<file path="src/rtl/acc_exec_unit.sv">
// Accumulator sequencing stage around the external 8-bit ALU: IDLE -> EXEC -> RESP.
// Optional zero flag register enabled by defining ACC_ZFLAG_EN.
module acc_exec_unit #(
  parameter int WIDTH = 8,
  parameter int OPW   = 4
) (
  input  logic             clk,
  input  logic             rst_n,
  input  logic             cmd_valid,
  output logic             cmd_ready,
  input  logic [OPW-1:0]   cmd_op,
  input  logic [WIDTH-1:0] cmd_operand,
  output logic [WIDTH-1:0] alu_ac,
  output logic [WIDTH-1:0] alu_dr,
  output logic [2:0]       alu_sel,
  input  logic [WIDTH-1:0] alu_result,
  output logic             resp_valid,
  input  logic             resp_ready,
  output logic [WIDTH-1:0] resp_ac,
  output logic             e_flag,
  output logic             z_flag,
  output logic             illegal
);

  localparam logic [OPW-1:0] OP_ADD = OPW'(4'b0000);
  localparam logic [OPW-1:0] OP_SUB = OPW'(4'b0001);
  localparam logic [OPW-1:0] OP_XOR = OPW'(4'b0010);
  localparam logic [OPW-1:0] OP_SHL = OPW'(4'b0011);
  localparam logic [OPW-1:0] OP_CMA = OPW'(4'b0110);
  localparam logic [OPW-1:0] OP_LDA = OPW'(4'b1000);
  localparam logic [OPW-1:0] OP_CLA = OPW'(4'b1001);
  localparam logic [OPW-1:0] OP_CLE = OPW'(4'b1010);
  localparam logic [OPW-1:0] OP_CME = OPW'(4'b1011);

  typedef enum logic [1:0] {IDLE, EXEC, RESP} state_t;

  state_t           state_reg, state_next;
  logic [OPW-1:0]   op_reg;
  logic [WIDTH-1:0] ac_reg, dr_reg, ac_next;
  logic [2:0]       sel_reg, sel_dec;
  logic             e_reg, e_next, illegal_reg, illegal_next;
  logic             accept;

  always_ff @(posedge clk or negedge rst_n) begin
    if (!rst_n) state_reg <= IDLE;
    else        state_reg <= state_next;
  end

  always_comb begin
    state_next = state_reg;
    cmd_ready  = 1'b0;
    resp_valid = 1'b0;
    case (state_reg)
      IDLE: begin
        cmd_ready = 1'b1;
        if (cmd_valid) state_next = EXEC;
      end
      EXEC: state_next = RESP;
      RESP: begin
        resp_valid = 1'b1;
        if (resp_ready) state_next = IDLE;
      end
      default: state_next = IDLE;
    endcase
  end

  assign accept = cmd_valid && cmd_ready;

  always_comb begin
    sel_dec = 3'b000;
    case (cmd_op)
      OP_SUB:  sel_dec = 3'b001;
      OP_XOR:  sel_dec = 3'b010;
      OP_SHL:  sel_dec = 3'b011;
      OP_CMA:  sel_dec = 3'b110;
      default: sel_dec = 3'b000;
    endcase
  end

  // ADD carry: ac + dr overflows exactly when ac > 255 - dr, i.e. ac > ~dr.
  always_comb begin
    ac_next      = ac_reg;
    e_next       = e_reg;
    illegal_next = illegal_reg;
    case (op_reg)
      OP_ADD: begin ac_next = alu_result; e_next = (ac_reg > ~dr_reg); end
      OP_SUB: begin ac_next = alu_result; e_next = (ac_reg >= dr_reg); end
      OP_XOR: ac_next = alu_result;
      OP_SHL: begin ac_next = alu_result; e_next = ac_reg[WIDTH-1]; end
      OP_CMA: ac_next = alu_result;
      OP_LDA: ac_next = dr_reg;
      OP_CLA: ac_next = '0;
      OP_CLE: e_next = 1'b0;
      OP_CME: e_next = ~e_reg;
      default: illegal_next = 1'b1;
    endcase
  end

  always_ff @(posedge clk or negedge rst_n) begin
    if (!rst_n) begin
      op_reg      <= '0;
      dr_reg      <= '0;
      sel_reg     <= 3'b000;
      ac_reg      <= '0;
      e_reg       <= 1'b0;
      illegal_reg <= 1'b0;
    end else begin
      if (accept) begin
        op_reg  <= cmd_op;
        dr_reg  <= cmd_operand;
        sel_reg <= sel_dec;
      end
      if (state_reg == EXEC) begin
        ac_reg      <= ac_next;
        e_reg       <= e_next;
        illegal_reg <= illegal_next;
      end
    end
  end

`ifdef ACC_ZFLAG_EN
  logic z_reg;
  always_ff @(posedge clk or negedge rst_n) begin
    if (!rst_n)                  z_reg <= 1'b0;
    else if (state_reg == EXEC)  z_reg <= (ac_next == '0);
  end
  assign z_flag = z_reg;
`else
  assign z_flag = 1'b0;
`endif

  assign alu_ac  = ac_reg;
  assign alu_dr  = dr_reg;
  assign alu_sel = sel_reg;
  assign resp_ac = ac_reg;
  assign e_flag  = e_reg;
  assign illegal = illegal_reg;

endmodule

</file>
<file path="config.mk">
export PLATFORM = sky130hd
export DESIGN_NAME = acc_exec_unit
export DESIGN_NICKNAME = d
export VERILOG_FILES = /design/src/rtl/acc_exec_unit.sv
export SDC_FILE = /design/constraint.sdc
export NUM_CORES = 1
export LEC_CHECK = 0
export BUFFER_PORTS_ARGS = -buffer_cell sky130_fd_sc_hd__buf_2
export CORE_MARGIN = 5
export CORE_UTILIZATION = 54
export CTS_CLUSTER_SIZE = 8
export DETAILED_ROUTE_END_ITERATION = 10
export PLACE_DENSITY = 0.85
export SYNTH_ARGS = -nofsm -noshare
export SYNTH_HDL_FRONTEND = slang
export SYNTH_SLANG_ARGS = --single-unit
</file>
<file path="constraint.sdc">
create_clock -name clk -period 3.2 [get_ports clk]
set_input_delay 0.32 -clock clk [delete_from_list [all_inputs] [get_ports clk]]
set_output_delay 0.32 -clock clk [all_outputs]
set_load 0.1 [all_outputs]
</file>
==> results of run 1 <==
synth_stat cells, types with 2 or more instances:
| cell | n | area [um^2] |
|---|---|---|
| nor3_1 | 9 | 45.0 |
| inv_1 | 20 | 75.1 |
| nand4b_1 | 2 | 17.5 |
| o21ai_0 | 16 | 80.1 |
| mux2_2 | 3 | 33.8 |
| a2111oi_0 | 2 | 17.5 |
| nand2b_1 | 2 | 12.5 |
| a21oi_1 | 17 | 85.1 |
| nor2_1 | 13 | 48.8 |
| ha_1 | 16 | 200 |
| nand2_2 | 2 | 12.5 |
| nand3_1 | 4 | 20.0 |
| buf_2 | 6 | 30.0 |
| dfrtp_1 | 27 | 676 |
| nand2_1 | 12 | 45.0 |
| buf_4 | 9 | 67.6 |
| nor3b_1 | 3 | 22.5 |
| a21oi_2 | 2 | 17.5 |
cell families after synthesis:
logic type	count (synthesis)	synth area share [%]
mux	3	2.04
simple gates	54	16.5
flops	27	40.8
other cells	1	0.226
compound gates	45	17.2
fa+ha+maj	16	12.1
buf+inv	36	11.1
stage by stage:
step / cell area, um^2 / setup WS, ns / std cells / utilization (%)
finish: 1900 / 1.42 / 258 / 63.2
global route: 1900 / 1.25 / 258 / 63.2
CTS: 1900 / 1.42 / 258 / 63.2
detailed placement: 1860 / 1.46 / 253 / 61.9
global placement: 1860 / 1.49 / 253 / 61.9
floorplan: 1660 / 0.655 / 182 / -
cell usage in the layout, fill, tap and decap left out, types with 3 or more instances in the layout:
| cell | count |
|---|---|
| nand3_1 | 4 |
| nor2_1 | 13 |
| clkbuf_4 | 3 |
| buf_2 | 54 |
| nor3_1 | 9 |
| nor3b_1 | 3 |
| mux2_2 | 3 |
| dfrtp_1 | 27 |
| inv_1 | 20 |
| o21ai_0 | 16 |
| ha_1 | 16 |
| nand2_1 | 12 |
| a21oi_1 | 17 |
routing by layer:
| metal | vias up | GRT usage, % | wire length (um) |
|---|---|---|---|
| li1 | 696 | - | - |
| met1 | 642 | 22.9 | 1600 |
| met2 | 37 | 27.7 | 1550 |
| met3 | 5 | 3.42 | 202 |
| met4 | 0 | 6.99 | 57 |
| met5 | - | 0 | 0 |
cell type report:
cell class	count	area, um^2	area share, %
clock buffer	3	22.5	1.19
clock inverter	1	7.51	0.395
inverter	20	75.1	3.95
multi-input combinational	119	797	42.0
sequential	27	676	35.6
tap	33	41.3	2.17
timing repair buffer	55	280	14.8
path summary, 6_finish.rpt:
check	from	endpoint	slack, ns	cells past startpoint
min in group asynchronous	rst_n	alu_dr[1]$_DFFE_PN0P_	0.51	2
max in group asynchronous	rst_n	alu_dr[0]$_DFFE_PN0P_	2.31	2
max	op_reg[0]$_DFFE_PN0P_	alu_ac[2]$_DFFE_PN0P_	1.42	5
min	resp_ready	state_reg[1]$_DFFE_PN0P_	0.15	2
min reg2reg	illegal$_DFFE_PN0P_	illegal$_DFFE_PN0P_	0.49	1
max reg2reg	op_reg[0]$_DFFE_PN0P_	alu_ac[2]$_DFFE_PN0P_	1.42	5
==> results.toml, run 1 <==
[cells_and_area]
diodes = 0
drive_gt1_share_pct = 30.2
nFillCells = 278
synthToLayoutAreaGrowth_pct = 14.7
layout.nets = 266

[logic_synthesis]
synthCells = 182
synth_area_um2 = 1660
synth_edf_count = 0
synth-seq-area-share_pct = 40.8
synth.distinct_cells = 35
synth_warnings = 0
synth_fp_nets = 222
async_reset_ff_share_pct = 100
synth.avg_cell_area_um2 = 9.10
synth_seq_cells = 27
ys.flop_type = "dfrtp_1"

[floorplanning]
dieArea_um2 = 4280
design.core.area_um2 = 3000
dieHeight_um = 65.4
initial_core_util_pct = 55.2
rows = 20
die_x_um = 65.4
boundaryPins = 56

[worst_setup_path]
crit_required_ns = 3.46
path_cells = "inv_1 > nand2_2 > a221oi_4 > nor2_1 > a21oi_1"
crit_family = "compound AO/OA/AOI/OAI gates"
cpPeakStageDelay_ns = 0.65
cp.arrival_ns = 2.04
crit_fanout = 16
critical_path_class = "flop to flop"
slowest_stage = "a221oi_4"
critPathBufInv = 1
cp-end-kind = "flop"
start_kind = "flop"

[detailed_routing]
ant_nets = 0
dr.first_iter.drc_count = 43
drt_wl_total_mm = 3.41
firstDrtPassIters = 4
avgRoutedWirePerCell_um = 13.2
vias_per_cell = 5.35
vias = 1380
drc = 0

[clock_network]
cts_root_buf = "clkbuf_4"
cts.path.max_buffers = 2
cts_sinks = 27
cts_setup_buffers = 0
cts-buffers-inserted = 3
cts_max_level = 1
cts_tree = "done"
clock_latency_ns = 0.33
clk_pin_slew_worst_paths_ns = 0.15
ctsHoldBuffers = 1
cts.repair.resized = 0

[global_routing]
overflow = 0
antenna_found_initial = 0
grt_usage_pct = 17.3
first_global_vias = 1358
grt_first_pass_wirelength_mm = 5.84
grt_max_degree = 29

[timing]
tns_ns = 0
finalHoldViolCount = 0
fmax_mhz = 560
holdWs_ns = 0.154
relSlewSlack_pct = 42.3
period_needed_ns = 1.78
setup_viol = 0
tightest_slew_ns = 0.866
slew_viol_final = 0
skew_ns = 0.00745
fin_crit_sh_pct = 55.8
rsz0062_at_grt = "false"

[job]
drv_cap = 0

[placed_design]
place.gp.congestion = 0.908
dpl.hpwl_mm = 2.62
port_buffers = 54

[outcome]
status = "finished, final reports clean"

[min_path]
hp-class = "input pin to flop"
Power of run 1 is not shown: default switching activity piles up to over one toggle a cycle in this logic, so the estimate is an artifact.
==> inputs of run 2 (changes only) <==
CORE_UTILIZATION = 45   (was 54)
PLACE_DENSITY = 0.76   (was 0.85)
clock period = 1.45 ns   (was 3.2 ns; I/O delays follow)
==> run 2 against run 1 <==
  * The flow now finishes with violations (negative setup slack)
  * Setup slack lost 1.8 ns
  * Via count grew 16%
  * Worst hold slack lost 0.10 ns
  * Clock skew down 0.0027 ns
  * Global-route usage increased by 1.1 points
  * Cell area is 34% higher
  * Die area up 17%
  * Register-to-register slack worse by 1.8 ns
  * Critical path type unchanged
  * Largest cell class unchanged
  * Highest routed layer unchanged
==> results.toml, run 2 (synthesis gave the netlist of run 1 again) <==
[global_routing]
globalRouteMet3Util_pct = 2.56
grt_max_degree = 28
antenna_found_initial = 0
overflow = 0
grt_first_pass_wirelength_mm = 7.44
grtUsageMet1_pct = 22.5
grt_usage_pct = 18.4
met2_usage_pct = 33.8
grt_busiest_layer = "met2"
first_global_vias = 1616

[timing]
relSlewSlack_pct = 58.5
tightest_slew_ns = 0.623
rsz0062_at_grt = "true"
period_needed_ns = 1.79
skew_ns = 0.00473
setup_slack_ns = -0.344
setup_viol = 1
fmax_mhz = 557
fin_crit_sh_pct = 124
tns_ns = -0.344
slew_viol_final = 0
finalHoldViolCount = 0

[outcome]
violations = "negative setup slack"
status = "finished, violations left"

[cells_and_area]
layout.nets = 302
synthToLayoutAreaGrowth_pct = 53.5
final_cell_mix = "buf_2 (47), buf_4 (33), a21oi_1 (16), dfrtp_4 (16), o21ai_0 (14)"
diodes = 0
drive_gt1_share_pct = 56.3
final_common_cell = "buf_2"

[clock_network]
cts_root_buf = "clkbuf_8"
clk_pin_slew_worst_paths_ns = 0.10
cts-buffers-inserted = 3
clock_latency_ns = 0.27
cts.path.max_buffers = 2
cts_sinks = 27
cts_setup_buffers = 0
cts_max_level = 1
cts_tree = "done"

[placed_design]
place.gp.congestion = 0.830
dpl.hpwl_mm = 3.36
port_buffers = 54

[floorplanning]
die_x_um = 70.7
dieArea_um2 = 4990
boundaryPins = 56
rows = 22
design.core.area_um2 = 3610
initial_core_util_pct = 45.9
dieHeight_um = 70.7

[worst_setup_path]
r2r_setup_slack_ns = -0.34
startpoint = "alu_ac[5]$_DFFE_PN0P_"
critical_path_class = "flop to flop"
cp.arrival_ns = 1.93
crit_end = "e_flag$_DFFE_PN0P_"
crit_required_ns = 1.59
reg2reg_depth = 6
cp-end-kind = "flop"
start_kind = "flop"
crit_fanout = 4
worstReg2RegStart = "alu_ac[5]$_DFFE_PN0P_"
r2r_end = "e_flag$_DFFE_PN0P_"

[detailed_routing]
drc = 0
firstDrtPassIters = 4
vias_per_cell = 5.18
drt_wl_total_mm = 4.56
avgRoutedWirePerCell_um = 14.7
dr.first_iter.drc_count = 56
ant_nets = 0
vias = 1600

[min_path]
hp-class = "input pin to flop"
hold_start = "resp_ready"

[job]
drv_cap = 0
run 2: worst min path at each step:
stage	to	cells after the start	slack, ns
final	state_reg[1]$_DFFE_PN0P_	2	0.05
after global routing	state_reg[1]$_DFFE_PN0P_	2	0.04
after CTS	state_reg[1]$_DFFE_PN0P_	2	0.05
after detailed placement	alu_dr[2]$_DFFE_PN0P_	1	0.19
after global placement	alu_dr[1]$_DFFE_PN0P_	1	0.20
after floorplan	alu_sel[0]$_DFFE_PN0P_	0	-0.15
run 2: metrics by stage:
step | hold WS, ns | cells | utilization, % | worst slack [ns] | cell area [um^2]
CTS | 0.0460 | 308 | 68.4 | -0.128 | 2470
detailed placement | 0.189 | 303 | 66.1 | -0.164 | 2380
floorplan | -0.151 | 182 | - | -0.248 | 1820
global placement | 0.202 | 303 | 66.1 | -0.0982 | 2380
finish | 0.0492 | 309 | 70.5 | -0.344 | 2540
global route | 0.0424 | 309 | 70.5 | -0.404 | 2540
run 2: cell type report:
type / count / area [um^2]
multi-input cells: 119 / 940
flip-flops and latches: 27 / 739
fillers: 260 / 1060
repair buffers: 91 / 668
well taps: 48 / 60.1
inverters: 20 / 90.1
clock inverters: 1 / 5.00
clock buffers: 3 / 41.3
run 2: critical path: stages, from the launching register on:
cell      delay [ns]
dfrtp_4         0.51
ha_4            0.31
inv_2           0.04
a21oi_2         0.14
o21bai_1        0.09
a221oi_1        0.38
o221ai_1        0.19
run 2: metal layers:
layer  part of all wire (%)  vias up  routed length, um
met5                      0        -                  0
met4                    1.8        0                 81
met3                    4.8        8                219
met2                     51       46               2340
met1                     42      770               1910
li1                       -      776                  -
run 2: what timing repair did:
item / CTS / global route
pin swaps: 4 / 4
cloned: 0 / 1
gates resized for setup: 7 / 15
hold endpoints to repair: 27 / 0
endpoints found under the setup margin: 6 / 12
hold buffers: 1 / 0
Power of run 2 is left out for the same reason.
==> inputs of run 3 (changes only) <==
CORE_UTILIZATION = 54   (was 45)
PLACE_DENSITY = 0.85   (was 0.76)
clock period = 2.1 ns   (was 1.45 ns; I/O delays follow)
==> run 3 against run 2 <==
  * The run now ends clean
  * Global-route usage is 1.2 points lower
  * Core utilization down 6.2 points
  * Via count fell by 15%
  * Critical path type unchanged
  * Sequential share of layout area up 6.7 points
  * Clock skew hardly changed
  * Wire length down 24%
  * Flip-flop and latch count stayed put
  * Setup slack gained 0.75 ns
  * Critical path depth did not move
  * Worst hold slack gained 0.0052 ns
  * Non-clock buffer count shrank 34
  * First-iteration DRC count rose by 8.9%
==> results.toml, run 3 (synthesis gave the netlist of run 1 again) <==
[detailed_routing]
met2_length_mm = 1.67
vias_per_cell = 5.25
firstDrtPassIters = 4
wl_met1_mm = 1.59
ant_nets = 0
met3_length_um = 158
vias = 1366
highest_layer = "met4"
avgRoutedWirePerCell_um = 13.3
drt_wl_total_mm = 3.45
dr.first_iter.drc_count = 61
drc = 0

[cells_and_area]
final_cell_mix = "buf_2 (54), inv_1 (20), a21oi_1 (17)"
synthToLayoutAreaGrowth_pct = 16.6
layout.nets = 268
final_common_cell = "buf_2"
diodes = 0
drive_gt1_share_pct = 36.6

[global_routing]
grt_max_degree = 28
grt_usage_pct = 17.3
antenna_found_initial = 0
overflow = 0
grt_first_pass_wirelength_mm = 5.89
first_global_vias = 1335

[clock_network]
cts.path.max_buffers = 2
cts_sinks = 27
cts_setup_buffers = 0
clock_latency_ns = 0.32
clk_pin_slew_worst_paths_ns = 0.15
cts-buffers-inserted = 3
cts_max_level = 1
cts_root_buf = "clkbuf_4"
cts_tree = "done"

[worst_setup_path]
path_cells = "inv_1 > ha_1 > a2111oi_0 > nand2_1 > o21ai_1 > o221ai_1"
startpoint = "alu_dr[6]$_DFFE_PN0P_"
reg2reg_depth = 6
start_kind = "flop"
r2r_end = "e_flag$_DFFE_PN0P_"
crit_required_ns = 2.30
cp-end-kind = "flop"
r2r_setup_slack_ns = 0.40
cpPeakStageDelay_ns = 0.44
crit_fanout = 5
crit_end = "e_flag$_DFFE_PN0P_"
slowest_stage = "dfrtp_2"
critical_path_class = "flop to flop"
worstReg2RegStart = "alu_dr[6]$_DFFE_PN0P_"
cp.arrival_ns = 1.90

[timing]
tns_ns = 0
skew_ns = 0.00506
setup_viol = 0
period_needed_ns = 1.70
slew_viol_final = 0
relSlewSlack_pct = 60.6
fmax_mhz = 589
fin_crit_sh_pct = 80.9
rsz0062_at_grt = "false"
finalHoldViolCount = 0
tightest_slew_ns = 0.592

[floorplanning]
design.core.area_um2 = 3000
die_x_um = 65.4
dieArea_um2 = 4280
initial_core_util_pct = 55.2
dieHeight_um = 65.4
rows = 20
boundaryPins = 56

[outcome]
status = "finished, final reports clean"

[placed_design]
place.gp.congestion = 0.800
dpl.hpwl_mm = 2.69
port_buffers = 54

[min_path]
hold_start = "resp_ready"
hp-class = "input pin to flop"

[job]
drv_cap = 0
run 3: critical path, delay by kind of cell (launching register included):
family,cells,cell delay (ns)
AOI/OAI and AO/OA,3,0.67
adders and majority gates,1,0.28
buffers and inverters,1,0.09
DFF,1,0.44
and+or+nand+nor,1,0.09
run 3: worst min path at each step:
stage	end	slack (ns)	cells after the start
after floorplan	alu_ac[0]$_DFFE_PN0P_	-0.09	0
after global placement	alu_ac[2]$_DFFE_PN0P_	0.25	1
after detailed placement	alu_ac[1]$_DFFE_PN0P_	0.25	1
after CTS	state_reg[1]$_DFFE_PN0P_	0.05	2
after global routing	state_reg[1]$_DFFE_PN0P_	0.03	2
final	state_reg[1]$_DFFE_PN0P_	0.05	2
run 3: layout make-up:
cell class                 count  area, um^2
clock buffer                   3        22.5
clock inverter                 1        7.51
fill                         282        1070
inverter                      20        75.1
multi-input combinational    119         800
sequential                    27         691
tap                           33        41.3
timing repair buffer          57         295
run 3: per-layer routing:
metal  up-vias  track usage [%]
met5         -                0
met4         0             4.66
met3         4             2.56
met2        34             30.5
met1       631             21.9
li1        697                -
run 3: timing repair:
item	in CTS	in global routing
hold endpoints to repair	27	0
hold buffers	1	0
endpoints found under the setup margin	0	0
gates resized for setup	0	0
run 3: per-stage QoR:
step / instance area [um^2] / std cells / utilization (%) / hold slack [ns] / setup WS [ns]
floorplan: 1670 / 182 / - / -0.0856 / 0.00880
global route: 1930 / 260 / 64.3 / 0.0272 / 0.187
detailed placement: 1890 / 255 / 63.0 / 0.250 / 0.411
finish: 1930 / 260 / 64.3 / 0.0544 / 0.402
global placement: 1890 / 255 / 63.0 / 0.249 / 0.487
CTS: 1930 / 260 / 64.3 / 0.0462 / 0.402
Power of run 3 is left out for the same reason.
